File: config.mk
export PLATFORM = sky130hd
export DESIGN_NAME = alpha_beta_predictor
export DESIGN_NICKNAME = d
export VERILOG_FILES = /design/src/rtl/alpha_beta_predictor.sv
export SDC_FILE = /design/constraint.sdc
export NUM_CORES = 1
export LEC_CHECK = 0
export BUFFER_PORTS_ARGS = -buffer_cell sky130_fd_sc_hd__buf_2
export CORE_MARGIN = 5
export CORE_UTILIZATION = 45
export CTS_CLUSTER_DIAMETER = 150
export DETAILED_ROUTE_END_ITERATION = 8
export SYNTH_ARGS = -nofsm -noshare
export SYNTH_HDL_FRONTEND = slang
export SYNTH_SLANG_ARGS = --single-unit
File: constraint.sdc
create_clock -name clock -period 9.9 [get_ports clock]
set_input_delay 0.495 -clock clock [delete_from_list [all_inputs] [get_ports clock]]
set_output_delay 0.495 -clock clock [all_outputs]
set_load 0.02 [all_outputs]
File: src/rtl/alpha_beta_predictor.sv
// Fixed-point alpha-beta tracking filter driven by a latch/update/predict trigger sequence.
// Power-of-two gains keep the datapath to add, arithmetic shift and saturate.
module alpha_beta_predictor #(
   parameter int WIDTH       = 16,
   parameter int ALPHA_SHIFT = 1,
   parameter int BETA_SHIFT  = 3
) (
   input  logic             clock,
   input  logic             reset,
   input  logic             latch_trigger,
   input  logic             update_trigger,
   input  logic             predict_trigger,
   input  logic [WIDTH-1:0] measurement,
   output logic [WIDTH-1:0] position,
   output logic [WIDTH-1:0] velocity,
   output logic [WIDTH-1:0] residual,
   output logic             estimate_valid,
   output logic             seq_error
);

   typedef enum logic [1:0] {
      WAIT_LATCH   = 2'd0,
      WAIT_UPDATE  = 2'd1,
      WAIT_PREDICT = 2'd2
   } state_t;

   localparam logic signed [WIDTH+1:0] SAT_MAX = {3'b000, {(WIDTH-1){1'b1}}};
   localparam logic signed [WIDTH+1:0] SAT_MIN = {3'b111, {(WIDTH-1){1'b0}}};

   function automatic logic signed [WIDTH-1:0] sat(input logic signed [WIDTH+1:0] v);
      logic signed [WIDTH+1:0] c;
      if (v > SAT_MAX)      c = SAT_MAX;
      else if (v < SAT_MIN) c = SAT_MIN;
      else                  c = v;
      return c[WIDTH-1:0];
   endfunction

   state_t                   state_q, state_d;
   logic                     primed_q, primed_d;
   logic signed [WIDTH-1:0]  meas_q, meas_d;
   logic signed [WIDTH-1:0]  x_est_q, x_est_d;
   logic signed [WIDTH-1:0]  pos_q, pos_d;
   logic signed [WIDTH-1:0]  vel_q, vel_d;
   logic signed [WIDTH-1:0]  res_q, res_d;
   logic                     valid_q, valid_d;
   logic                     err_q, err_d;

   logic signed [WIDTH:0]    r_wide;
   logic signed [WIDTH+1:0]  r_ext, r_alpha, r_beta;
   logic signed [WIDTH+1:0]  pos_ext, vel_ext, x_ext;
   logic signed [WIDTH+1:0]  x_sum, v_sum, p_sum;
   logic                     multi_trig;

   always_comb begin
      state_d  = state_q;
      primed_d = primed_q;
      meas_d   = meas_q;
      x_est_d  = x_est_q;
      pos_d    = pos_q;
      vel_d    = vel_q;
      res_d    = res_q;
      valid_d  = 1'b0;
      err_d    = err_q;

      // Residual is exact at WIDTH+1 bits; the shifted terms are kept in
      // separate signed variables so the shifts stay arithmetic.
      r_wide  = {meas_q[WIDTH-1], meas_q} - {pos_q[WIDTH-1], pos_q};
      r_ext   = {r_wide[WIDTH], r_wide};
      r_alpha = r_ext >>> ALPHA_SHIFT;
      r_beta  = r_ext >>> BETA_SHIFT;
      pos_ext = {{2{pos_q[WIDTH-1]}}, pos_q};
      vel_ext = {{2{vel_q[WIDTH-1]}}, vel_q};
      x_ext   = {{2{x_est_q[WIDTH-1]}}, x_est_q};
      x_sum   = pos_ext + r_alpha;
      v_sum   = vel_ext + r_beta;
      p_sum   = x_ext + vel_ext;

      multi_trig = (latch_trigger & update_trigger) | (latch_trigger & predict_trigger) |
                   (update_trigger & predict_trigger);

      if (multi_trig) begin
         err_d = 1'b1;
      end else begin
         unique case (state_q)
            WAIT_LATCH: begin
               if (update_trigger || predict_trigger) begin
                  err_d = 1'b1;
               end else if (latch_trigger) begin
                  meas_d  = measurement;
                  state_d = WAIT_UPDATE;
               end
            end
            WAIT_UPDATE: begin
               if (latch_trigger || predict_trigger) begin
                  err_d = 1'b1;
               end else if (update_trigger) begin
                  if (!primed_q) begin
                     x_est_d  = meas_q;
                     vel_d    = '0;
                     res_d    = '0;
                     primed_d = 1'b1;
                  end else begin
                     x_est_d = sat(x_sum);
                     vel_d   = sat(v_sum);
                     res_d   = sat(r_ext);
                  end
                  state_d = WAIT_PREDICT;
               end
            end
            WAIT_PREDICT: begin
               if (latch_trigger || update_trigger) begin
                  err_d = 1'b1;
               end else if (predict_trigger) begin
                  pos_d   = sat(p_sum);
                  valid_d = 1'b1;
                  state_d = WAIT_LATCH;
               end
            end
            default: state_d = WAIT_LATCH;
         endcase
      end
   end

   always_ff @(posedge clock or posedge reset) begin
      if (reset) begin
         state_q  <= WAIT_LATCH;
         primed_q <= 1'b0;
         meas_q   <= '0;
         x_est_q  <= '0;
         pos_q    <= '0;
         vel_q    <= '0;
         res_q    <= '0;
         valid_q  <= 1'b0;
         err_q    <= 1'b0;
      end else begin
         state_q  <= state_d;
         primed_q <= primed_d;
         meas_q   <= meas_d;
         x_est_q  <= x_est_d;
         pos_q    <= pos_d;
         vel_q    <= vel_d;
         res_q    <= res_d;
         valid_q  <= valid_d;
         err_q    <= err_d;
      end
   end

   assign position       = pos_q;
   assign velocity       = vel_q;
   assign residual       = res_q;
   assign estimate_valid = valid_q;
   assign seq_error      = err_q;

endmodule

==> results of run 1 <==
## per-layer routing
layer / vias to the layer above / global-route usage [%] / wire, µm
met4: 0 / 7.89 / 535
met3: 34 / 4.28 / 696
met2: 128 / 36.7 / 9090
met1: 2772 / 27.1 / 8290
li1: 2855 / - / -
met5: - / 0 / 0
## kinds of logic (layout without fill, tap and decap cells)
family | count (synthesis) | count (layout) | share of synthesized area, %
compound gates | 245 | 245 | 24.7
xor+xnor | 42 | 42 | 5.53
flops | 85 | 85 | 32.0
mux | 20 | 20 | 3.35
buf+inv | 57 | 128 | 3.53
fa+ha+maj | 72 | 72 | 13.9
simple gates | 223 | 223 | 17.0
## synthesized netlist by cell type (13+ instances only)
library cell and n:
a21o_1 20, a21oi_1 52, a21oi_2 13, dfrtp_1 85, ha_1 67, inv_1 37
mux2_2 18, nand2_1 73, nand3_1 14, nor2_1 45, nor2b_1 19, o21a_1 17
o21ai_0 58, o22ai_1 14, or3_1 16, xnor2_1 27, xor2_1 15
## final timing paths
kind | from | to | slack [ps] | depth (start not counted)
hold / removal | reset | seq_error | 170 | 2
max in group asynchronous | reset | velocity[2] | 8610 | 3
hold reg to reg | seq_error | seq_error | 460 | 1
setup / recovery | position[0] | x_est_q[13] | 4850 | 18
setup reg to reg | position[0] | x_est_q[13] | 4850 | 18
min in group clock | measurement[7] | meas_q[7] | 370 | 2
## per-stage QoR
| step | hold slack [ps] | std cells | area, µm² |
|---|---|---|---|
| after floorplan | 453 | 744 | 6660 |
| after global placement | 447 | 983 | 7170 |
| after detailed placement | 448 | 983 | 7170 |
| after CTS | 205 | 999 | 7510 |
| after global routing | 231 | 999 | 7510 |
| final | 172 | 999 | 7510 |
## layout make-up
type                    instances  area (µm²)
repair buffers                 74         380
fillers                      1413        7030
inverters                      38         144
clock buffers                  10         239
well taps                     184         230
flip-flops and latches         85        2130
clock inverters                 6        93.8
multi-input cells             602        4290
## registers in the layout, summed over array words and instances (netlist names)
signal,flops
estimate_valid,1
meas_q,16
position,16
primed_q,1
residual,16
seq_error,1
state_q,2
velocity,16
x_est_q,16
## cells in the final DEF (no fill, tap or decap), types with 6 or more instances in the layout
| cell type | Yosys | routed |
|---|---|---|
| a211oi_1 | 9 | 9 |
| a21o_1 | 20 | 20 |
| a21oi_1 | 52 | 52 |
| a21oi_2 | 13 | 13 |
| a22oi_1 | 12 | 12 |
| a31oi_1 | 10 | 10 |
| and2_1 | 6 | 6 |
| buf_2 | 5 | 70 |
| clkbuf_16 | 0 | 9 |
| dfrtp_1 | 85 | 85 |
| ha_1 | 67 | 67 |
| inv_1 | 37 | 36 |
| mux2_2 | 18 | 18 |
| nand2_1 | 73 | 73 |
| nand2b_1 | 12 | 12 |
| nand3_1 | 14 | 14 |
| nor2_1 | 45 | 45 |
| nor2b_1 | 19 | 19 |
| nor3_1 | 7 | 7 |
| o211ai_1 | 6 | 6 |
| o21a_1 | 17 | 17 |
| o21ai_0 | 58 | 58 |
| o22ai_1 | 14 | 14 |
| or3_1 | 16 | 16 |
| xnor2_1 | 27 | 27 |
| xor2_1 | 15 | 15 |
==> impl_metrics.py, run 1 <==
metrics = {
    "worst_setup_path": {
        "crit_path_start_kind": "register",
        "critical_path_class": "reg -> reg",
        "arrival_ps": 5240,
        "slowest_stage": "a311oi_4",
        "path_max_fanout": 15,
        "critPathCaptureType": "register",
        "crit_buf_inv": 1,
        "slowest_delay_ps": 830,
        "worstPathRequired_ps": 10090,
        "path_cells": "ha_1 -> fa_1 -> nor2b_1 -> o31ai_2 -> a22oi_1 -> a311o_1 -> a21o_1 -> a21oi_1 -> xor2_1 -> inv_1 -> ha_1 -> nor2b_1 -> o21ai_0 -> nor2b_1 -> and2_1 -> nor3_2 -> a311oi_4 -> a21oi_1",
        "crit_top_cell": "nor2b_1",
        "path_delay_family": "compound AO/OA/AOI/OAI gates",
    },
    "global_route": {
        "grt_use_total_pct": 21.5,
        "antenna_found_initial": 0,
        "grt_max_degree": 55,
        "grt.overflow.total": 0,
        "grt_pass1_vias": 5857,
        "grt_pass1_wl_um": 30400,
    },
    "sta": {
        "setup_ws_ps": 4850,
        "slew_violations": 0,
        "clock.fmax_mhz": 198,
        "final_hold_viol_count": 0,
        "setup-violations-final": 0,
        "grt_setup_unrepaired": "false",
        "period_share_pct": 51.0,
        "fin_crit_ps": 5050,
        "slew_headroom_pct": 30.5,
        "finalSetupTns_ps": 0,
        "worst_pin_slew_ps": 1040,
        "skew_ps": 4.89,
    },
    "cells_and_area": {
        "syn2layout_area_growth_pct": 12.8,
        "nets": 902,
        "layout-drive-gt1-share_pct": 17.2,
        "antenna_cells": 0,
        "final_util_pct": 51.7,
    },
    "floorplanning": {
        "fp.dieW_um": 132,
        "num_rows": 44,
        "boundaryPins": 71,
        "dieHeight_um": 132,
        "core_mm2": 0.0145,
        "start_util_pct": 45.8,
        "die_area_mm2": 0.0173,
    },
    "routing": {
        "ant_nets": 0,
        "wire_per_inst_um": 18.6,
        "vias_per_cell": 5.79,
        "dr.pass1.iters": 5,
        "first_iter_violations": 327,
        "wl_um": 18600,
        "num_vias": 5789,
        "remaining_drc_errors": 0,
    },
    "synth": {
        "synthDominantCellAreaShare_pct": 32.0,
        "yosysTopAreaCell": "dfrtp_1",
        "synthCells": 744,
        "synthArstFlopShare_pct": 100,
        "yosys_warnings": 0,
        "avgSynthCellArea_um2": 8.95,
        "synth_ff_type": "dfrtp_1",
        "ys_types": 73,
        "synth_nets": 836,
        "synth_edf_count": 0,
        "synthTopCellsByArea": "dfrtp_1 (32%), ha_1 (13%), o21ai_0 (4.4%), nand2_1 (4.1%), a21oi_1 (3.9%)",
        "synth_seq_area_share_pct": 32.0,
        "syn-cell-area_mm2": 0.00666,
        "ys_seq_elements": 85,
    },
    "placed_design": {
        "port_buffers": 70,
        "gp_congestion": 0.908,
        "hpwl_um": 14500,
        "dp_slack_ps": 4900,
    },
    "cts": {
        "clk_latency_ps": 360,
        "cts_resized": 0,
        "cts.path.max_buffers": 2,
        "cts.sinks": 85,
        "clk_pin_slew_worst_paths_ps": 70,
        "cts-root-buf": "clkbuf_16",
        "cts_hold_buf": 0,
        "cts_tree": "built",
        "cts-buffers-inserted": 9,
        "htree_levels": 3,
        "post_cts_buffers": 0,
    },
    "hold_path": {
        "hold_path_class": "in -> async",
    },
    "outcome": {
        "status": "complete, no violations",
    },
    "flow_run": {
        "cap_violations": 0,
    },
}
Power of run 1 is not shown: default switching activity piles up to over one toggle a cycle in this logic, so the estimate is an artifact.
==> run 2, diff against run 1 <==
- ABC_AREA: not set -> 1
- clock period: 9.9 -> 5.1 ns (I/O delays scaled with it)
==> run 2 against run 1 <==
Net effect:
- the flow now finishes with violations (negative hold slack)
- final area up 12%
- via count up 24%
- area after synthesis up 14%
- register-to-register slack worse by 3800 ps
- maximum frequency up 26%
- final cell count up 44%
- utilization down 1.2 points
- synthesized cell count up 54%
- largest cell class unchanged
==> impl_metrics.py, run 2 <==
metrics = {
    "outcome": {
        "status": "complete, but fails checks",
        "violations": "negative hold slack",
    },
    "synth": {
        "synthCells": 1147,
        "yosysMostFrequentCell": "nand2_1",
        "synthDominantCellAreaShare_pct": 28.0,
        "synth_commonest_cells": "nand2_1 (502), inv_1 (142), dfrtp_1 (85)",
        "synthTopCellsByArea": "dfrtp_1 (28%), nand2_1 (25%), ha_1 (11%), inv_1 (7.0%), a21oi_1 (3.8%)",
        "synth_edf_count": 0,
        "yosysTopAreaCell": "dfrtp_1",
        "avgSynthCellArea_um2": 6.61,
        "synthArstFlopShare_pct": 100,
        "synthMuxAreaShare_pct": 2.33,
        "synth_compound_area_share_pct": 6.68,
        "synth_seq_area_share_pct": 28.0,
        "synth_ff_type": "dfrtp_1",
        "syn-cell-area_mm2": 0.00759,
        "synth_top_family_by_area": "simple AND/OR/NAND/NOR gates",
        "synth-simple-area-share_pct": 37.1,
        "ys_types": 41,
        "synthXorXnorAreaFrac_pct": 4.73,
        "ys_seq_elements": 85,
        "yosys_warnings": 0,
        "synthAdderAreaFrac_pct": 12.1,
        "synth_nets": 1239,
    },
    "global_route": {
        "grt_use_total_pct": 23.2,
        "grt.overflow.total": 0,
        "grt_max_degree": 66,
        "antenna_found_initial": 0,
        "grt_pass1_wl_um": 36200,
        "grt_pass1_vias": 6545,
    },
    "cts": {
        "cts-root-buf": "clkbuf_16",
        "cts.path.max_buffers": 2,
        "cts_resized": 0,
        "cts.sinks": 85,
        "post_cts_buffers": 0,
        "cts_hold_buf": 0,
        "clk_pin_slew_worst_paths_ps": 70,
        "cts-buffers-inserted": 9,
        "clk_latency_ps": 360,
        "htree_levels": 3,
        "cts_tree": "built",
    },
    "floorplanning": {
        "start_util_pct": 45.7,
        "dieHeight_um": 140,
        "core_mm2": 0.0166,
        "boundaryPins": 71,
        "num_rows": 47,
        "die_area_mm2": 0.0196,
        "fp.dieW_um": 140,
    },
    "worst_setup_path": {
        "slowest_stage": "fa_1",
        "arrival_ps": 4270,
        "regToRegSetupSlack_ps": 1080,
        "path_cells": "ha_1 -> fa_1 -> o21ai_2 -> nand2_1 -> nand2_2 -> nand2_1 -> nand3_1 -> xor2_1 -> inv_1 -> ha_1 -> a21oi_1 -> nand2_1 -> a21oi_1 -> nand2_1 -> nand2_1 -> nand2_2 -> a21oi_4 -> nand2_1 -> nand2_1 -> nand2_1",
        "crit_buf_inv": 1,
        "path_max_fanout": 15,
        "critical_path_class": "reg -> reg",
        "slowest_delay_ps": 430,
        "crit_path_start_kind": "register",
        "worstPathRequired_ps": 5350,
        "crit_top_cell": "nand2_1",
        "path_delay_family": "adder cells",
        "critPathCaptureType": "register",
    },
    "sta": {
        "fin_crit_ps": 4020,
        "worst_pin_slew_ps": 839,
        "final_hold_viol_count": 22,
        "finalSetupTns_ps": 0,
        "period_share_pct": 78.8,
        "setup-violations-final": 0,
        "slew_violations": 0,
        "clock.fmax_mhz": 249,
        "slew_headroom_pct": 44.0,
        "skew_ps": 13.6,
        "hold_ws_ps": -8.86,
        "grt_setup_unrepaired": "false",
    },
    "cells_and_area": {
        "nets": 1303,
        "fillCellCount": 1742,
        "antenna_cells": 0,
        "layout-drive-gt1-share_pct": 12.1,
        "final_cell_mix": "nand2_1 (502), inv_1 (141), dfrtp_1 (85)",
        "final_common_cell": "nand2_1",
        "syn2layout_area_growth_pct": 10.4,
    },
    "routing": {
        "wire_per_inst_um": 15.5,
        "num_vias": 7153,
        "remaining_drc_errors": 0,
        "vias_per_cell": 4.98,
        "ant_nets": 0,
        "wl_um": 22200,
        "first_iter_violations": 536,
        "dr.pass1.iters": 5,
    },
    "hold_path": {
        "hold_path_class": "in -> async",
    },
    "placed_design": {
        "port_buffers": 70,
        "hpwl_um": 17800,
        "gp_congestion": 0.986,
    },
    "flow_run": {
        "cap_violations": 0,
    },
}
## run 2: cell types whose count changed in the layout (fill, tap and decap cells not counted), sizes merged, moves of 12 or more
cell	before	now
nand2	73	524
inv	38	149
o21ai	62	11
nor2	45	82
nand3	14	44
nor2b	20	0
o21a	17	0
or3	16	0
xnor2	27	11
a21o	20	5
xor2	15	30
o22ai	14	0
nand2b	13	0
a22oi	12	0
## run 2: worst reg2reg max path: cells and delay by family, from the launching register on
family / cells / cell delay (ps)
fa+ha+maj: 3 / 1030
compound gates: 4 / 1020
simple gates: 11 / 960
flops: 1 / 410
xor+xnor: 1 / 300
buf+inv: 1 / 190
## run 2: cell families after synthesis
| logic type | count (synthesis) |
|---|---|
| buf+inv | 167 |
| simple gates | 681 |
| fa+ha+maj | 71 |
| xor+xnor | 41 |
| flops | 85 |
| compound gates | 88 |
| mux | 14 |
## run 2: area by class of cell
cell class / instances / area [µm²] / share of cell area [%]
clock buffer: 9 / 225 / 2.69
multi-input combinational: 895 / 4780 / 57.0
sequential: 85 / 2130 / 25.4
clock inverter: 6 / 47.5 / 0.568
tap: 220 / 275 / 3.29
inverter: 148 / 557 / 6.65
timing repair buffer: 72 / 365 / 4.36
## run 2: worst paths after layout
check	startpoint	cells after the start	end
worst max-delay path	position[0]	20	x_est_q[8]
worst min-delay path	reset	2	residual[2]
worst max register to register	position[0]	20	x_est_q[8]
worst min register to register	residual[13]	2	residual[13]
max in group asynchronous	reset	3	velocity[11]
min in group clock	measurement[12]	2	meas_q[12]
## run 2: metal layers
layer  routed length (µm)  vias up  GRT usage, %
li1                     -     3702             -
met1                11100     3237          34.8
met2                 9560      193          35.4
met3                 1330       21          3.77
met4                  263        0          4.74
met5                    0        -             0
## run 2: metrics by stage
step                      instances  utilization, %  setup slack, ps  hold WS (ps)  area (µm²)
after global placement         1420            48.8             1220           388        8100
after CTS                      1435            50.5             1150          17.8        8370
final                          1435            50.5             1080         -8.86        8370
after detailed placement       1420            48.8             1160           397        8100
after floorplan                1147               -             1720           404        7590
after global routing           1435            50.5              713          63.6        8370
Power of run 2 is left out for the same reason.
==> run 3, diff against run 2 <==
- PLACE_DENSITY: not set -> 0.66
- clock period: 5.1 -> 3.55 ns (I/O delays scaled with it)
==> run 3 against run 2 <==
Net effect:
- the flow now finishes without violations
- die area is the same
- non-clock buffer count grew 50
- clock-buffer cell count grew 1
- largest cell class unchanged
==> impl_metrics.py, run 3 (synthesis gave the netlist of run 2 again) <==
metrics = {
    "outcome": {
        "status": "complete, no violations",
    },
    "cts": {
        "cts.path.max_buffers": 2,
        "cts-root-buf": "clkbuf_16",
        "cts_tree": "built",
        "clk_latency_ps": 360,
        "clk_pin_slew_worst_paths_ps": 70,
        "cts-buffers-inserted": 9,
        "htree_levels": 3,
        "cts.sinks": 85,
    },
    "cells_and_area": {
        "final_util_pct": 56.4,
        "nets": 1353,
        "antenna_cells": 0,
        "final_common_cell": "nand2_1",
        "final_cell_mix": "nand2_1 (478), inv_1 (134), dfrtp_1 (84)",
        "fillCellCount": 1637,
        "syn2layout_area_growth_pct": 23.2,
        "layout-drive-gt1-share_pct": 22.5,
    },
    "sta": {
        "slew_headroom_pct": 52.4,
        "worst_pin_slew_ps": 714,
        "fin_crit_ps": 3440,
        "clock.fmax_mhz": 291,
        "period_share_pct": 97.0,
        "skew_ps": 9.41,
        "finalSetupTns_ps": 0,
        "final_hold_viol_count": 0,
        "setup-violations-final": 0,
        "grt_setup_unrepaired": "true",
        "slew_violations": 0,
        "hold_ws_ps": 43.4,
    },
    "placed_design": {
        "hpwl_um": 17600,
        "gp_congestion": 0.925,
        "port_buffers": 70,
    },
    "worst_setup_path": {
        "worstPathRequired_ps": 3800,
        "slowest_stage": "dfrtp_1",
        "path_cells": "ha_2 -> fa_2 -> o21ai_4 -> nand2_2 -> nand2_4 -> nand3_2 -> nand2_2 -> xor2_2 -> inv_2 -> ha_1 -> a21o_1 -> nor2_1 -> nand2_2 -> nand2_1 -> nand2_1 -> nand2_1 -> nand2_2 -> nor2_4 -> nor2_4 -> buf_12 -> nand2_1 -> nand2_1",
        "arrival_ps": 3690,
        "crit_top_cell": "nand2_1",
        "path_max_fanout": 15,
        "critPathCaptureType": "register",
        "critical_path_class": "reg -> reg",
        "crit_path_start_kind": "register",
        "slowest_delay_ps": 390,
    },
    "global_route": {
        "grt.overflow.total": 0,
        "grt_pass1_wl_um": 36000,
        "grt_max_degree": 65,
        "antenna_found_initial": 0,
        "grt_pass1_vias": 6950,
        "grt_use_total_pct": 22.7,
    },
    "hold_path": {
        "hold_path_class": "in -> reg",
    },
    "routing": {
        "num_vias": 7520,
        "ant_nets": 0,
        "remaining_drc_errors": 0,
        "dr.pass1.iters": 7,
        "wl_um": 22600,
        "vias_per_cell": 5.06,
        "first_iter_violations": 512,
        "wire_per_inst_um": 15.2,
    },
    "floorplanning": {
        "core_mm2": 0.0166,
        "start_util_pct": 45.7,
        "boundaryPins": 71,
        "dieHeight_um": 140,
        "num_rows": 47,
        "fp.dieW_um": 140,
        "die_area_mm2": 0.0196,
    },
    "flow_run": {
        "cap_violations": 0,
    },
}
==> run 3: cell types whose count changed in the layout (fill, tap and decap cells not counted), moves of 12 or more <==
cell	previous run	this run
ha_1	67	42
nand2_1	502	478
nand2_2	21	40
ha_4	0	19
a21oi_1	58	46
buf_4	2	46
==> run 3: stage by stage <==
| step | worst slack, ps | instances | area [µm²] |
|---|---|---|---|
| final | 108 | 1486 | 9350 |
| after global routing | -93.3 | 1486 | 9350 |
| after CTS | 11.6 | 1476 | 8720 |
| after detailed placement | -22.8 | 1458 | 8410 |
| after global placement | 10.3 | 1458 | 8410 |
| after floorplan | 169 | 1147 | 7590 |
==> run 3: final cells by class <==
cell class	instances	area [µm²]	area share, %
multi-input combinational	895	5300	56.7
tap	220	275	2.94
clock inverter	6	46.3	0.495
sequential	85	2130	22.8
clock buffer	10	229	2.45
timing repair buffer	122	811	8.67
inverter	148	563	6.02
==> run 3: worst paths after layout <==
| path | slack, ps | cells after the start | from | to |
|---|---|---|---|---|
| hold / removal | 40 | 2 | measurement[2] | meas_q[2] |
| min in group asynchronous | 320 | 3 | reset | position[0] |
| setup reg to reg | 110 | 22 | position[0] | velocity[11] |
| max in group asynchronous | 2420 | 4 | reset | velocity[9] |
| setup / recovery | 110 | 22 | position[0] | velocity[11] |
| hold reg to reg | 480 | 1 | seq_error | seq_error |
==> run 3: worst max-delay path: cells and delay by family (launching register included) <==
family | cells | cell delay [ps]
AOI/OAI and AO/OA | 2 | 430
xor gates and xnor gates | 1 | 160
adders and majority gates | 3 | 900
buffers and inverters | 2 | 260
DFF | 1 | 390
and+or+nand+nor | 14 | 1170
==> run 3: timing repair <==
action,in CTS,in global routing
cloned,0,1
setup endpoints to repair,30,31
endpoints found under the hold margin,18,0
setup buffers,1,9
resized for setup,3,102
pin swaps,2,11
hold buffers,1,0
==> run 3: per-layer routing <==
| layer | part of all wire [%] | global-route usage (%) | up-vias |
|---|---|---|---|
| met5 | 0 | 0 | - |
| li1 | - | - | 3791 |
| met2 | 45 | 35.7 | 197 |
| met3 | 4.9 | 2.88 | 35 |
| met1 | 48 | 32.5 | 3497 |
| met4 | 2.5 | 7.45 | 0 |
Power of run 3 is left out for the same reason.
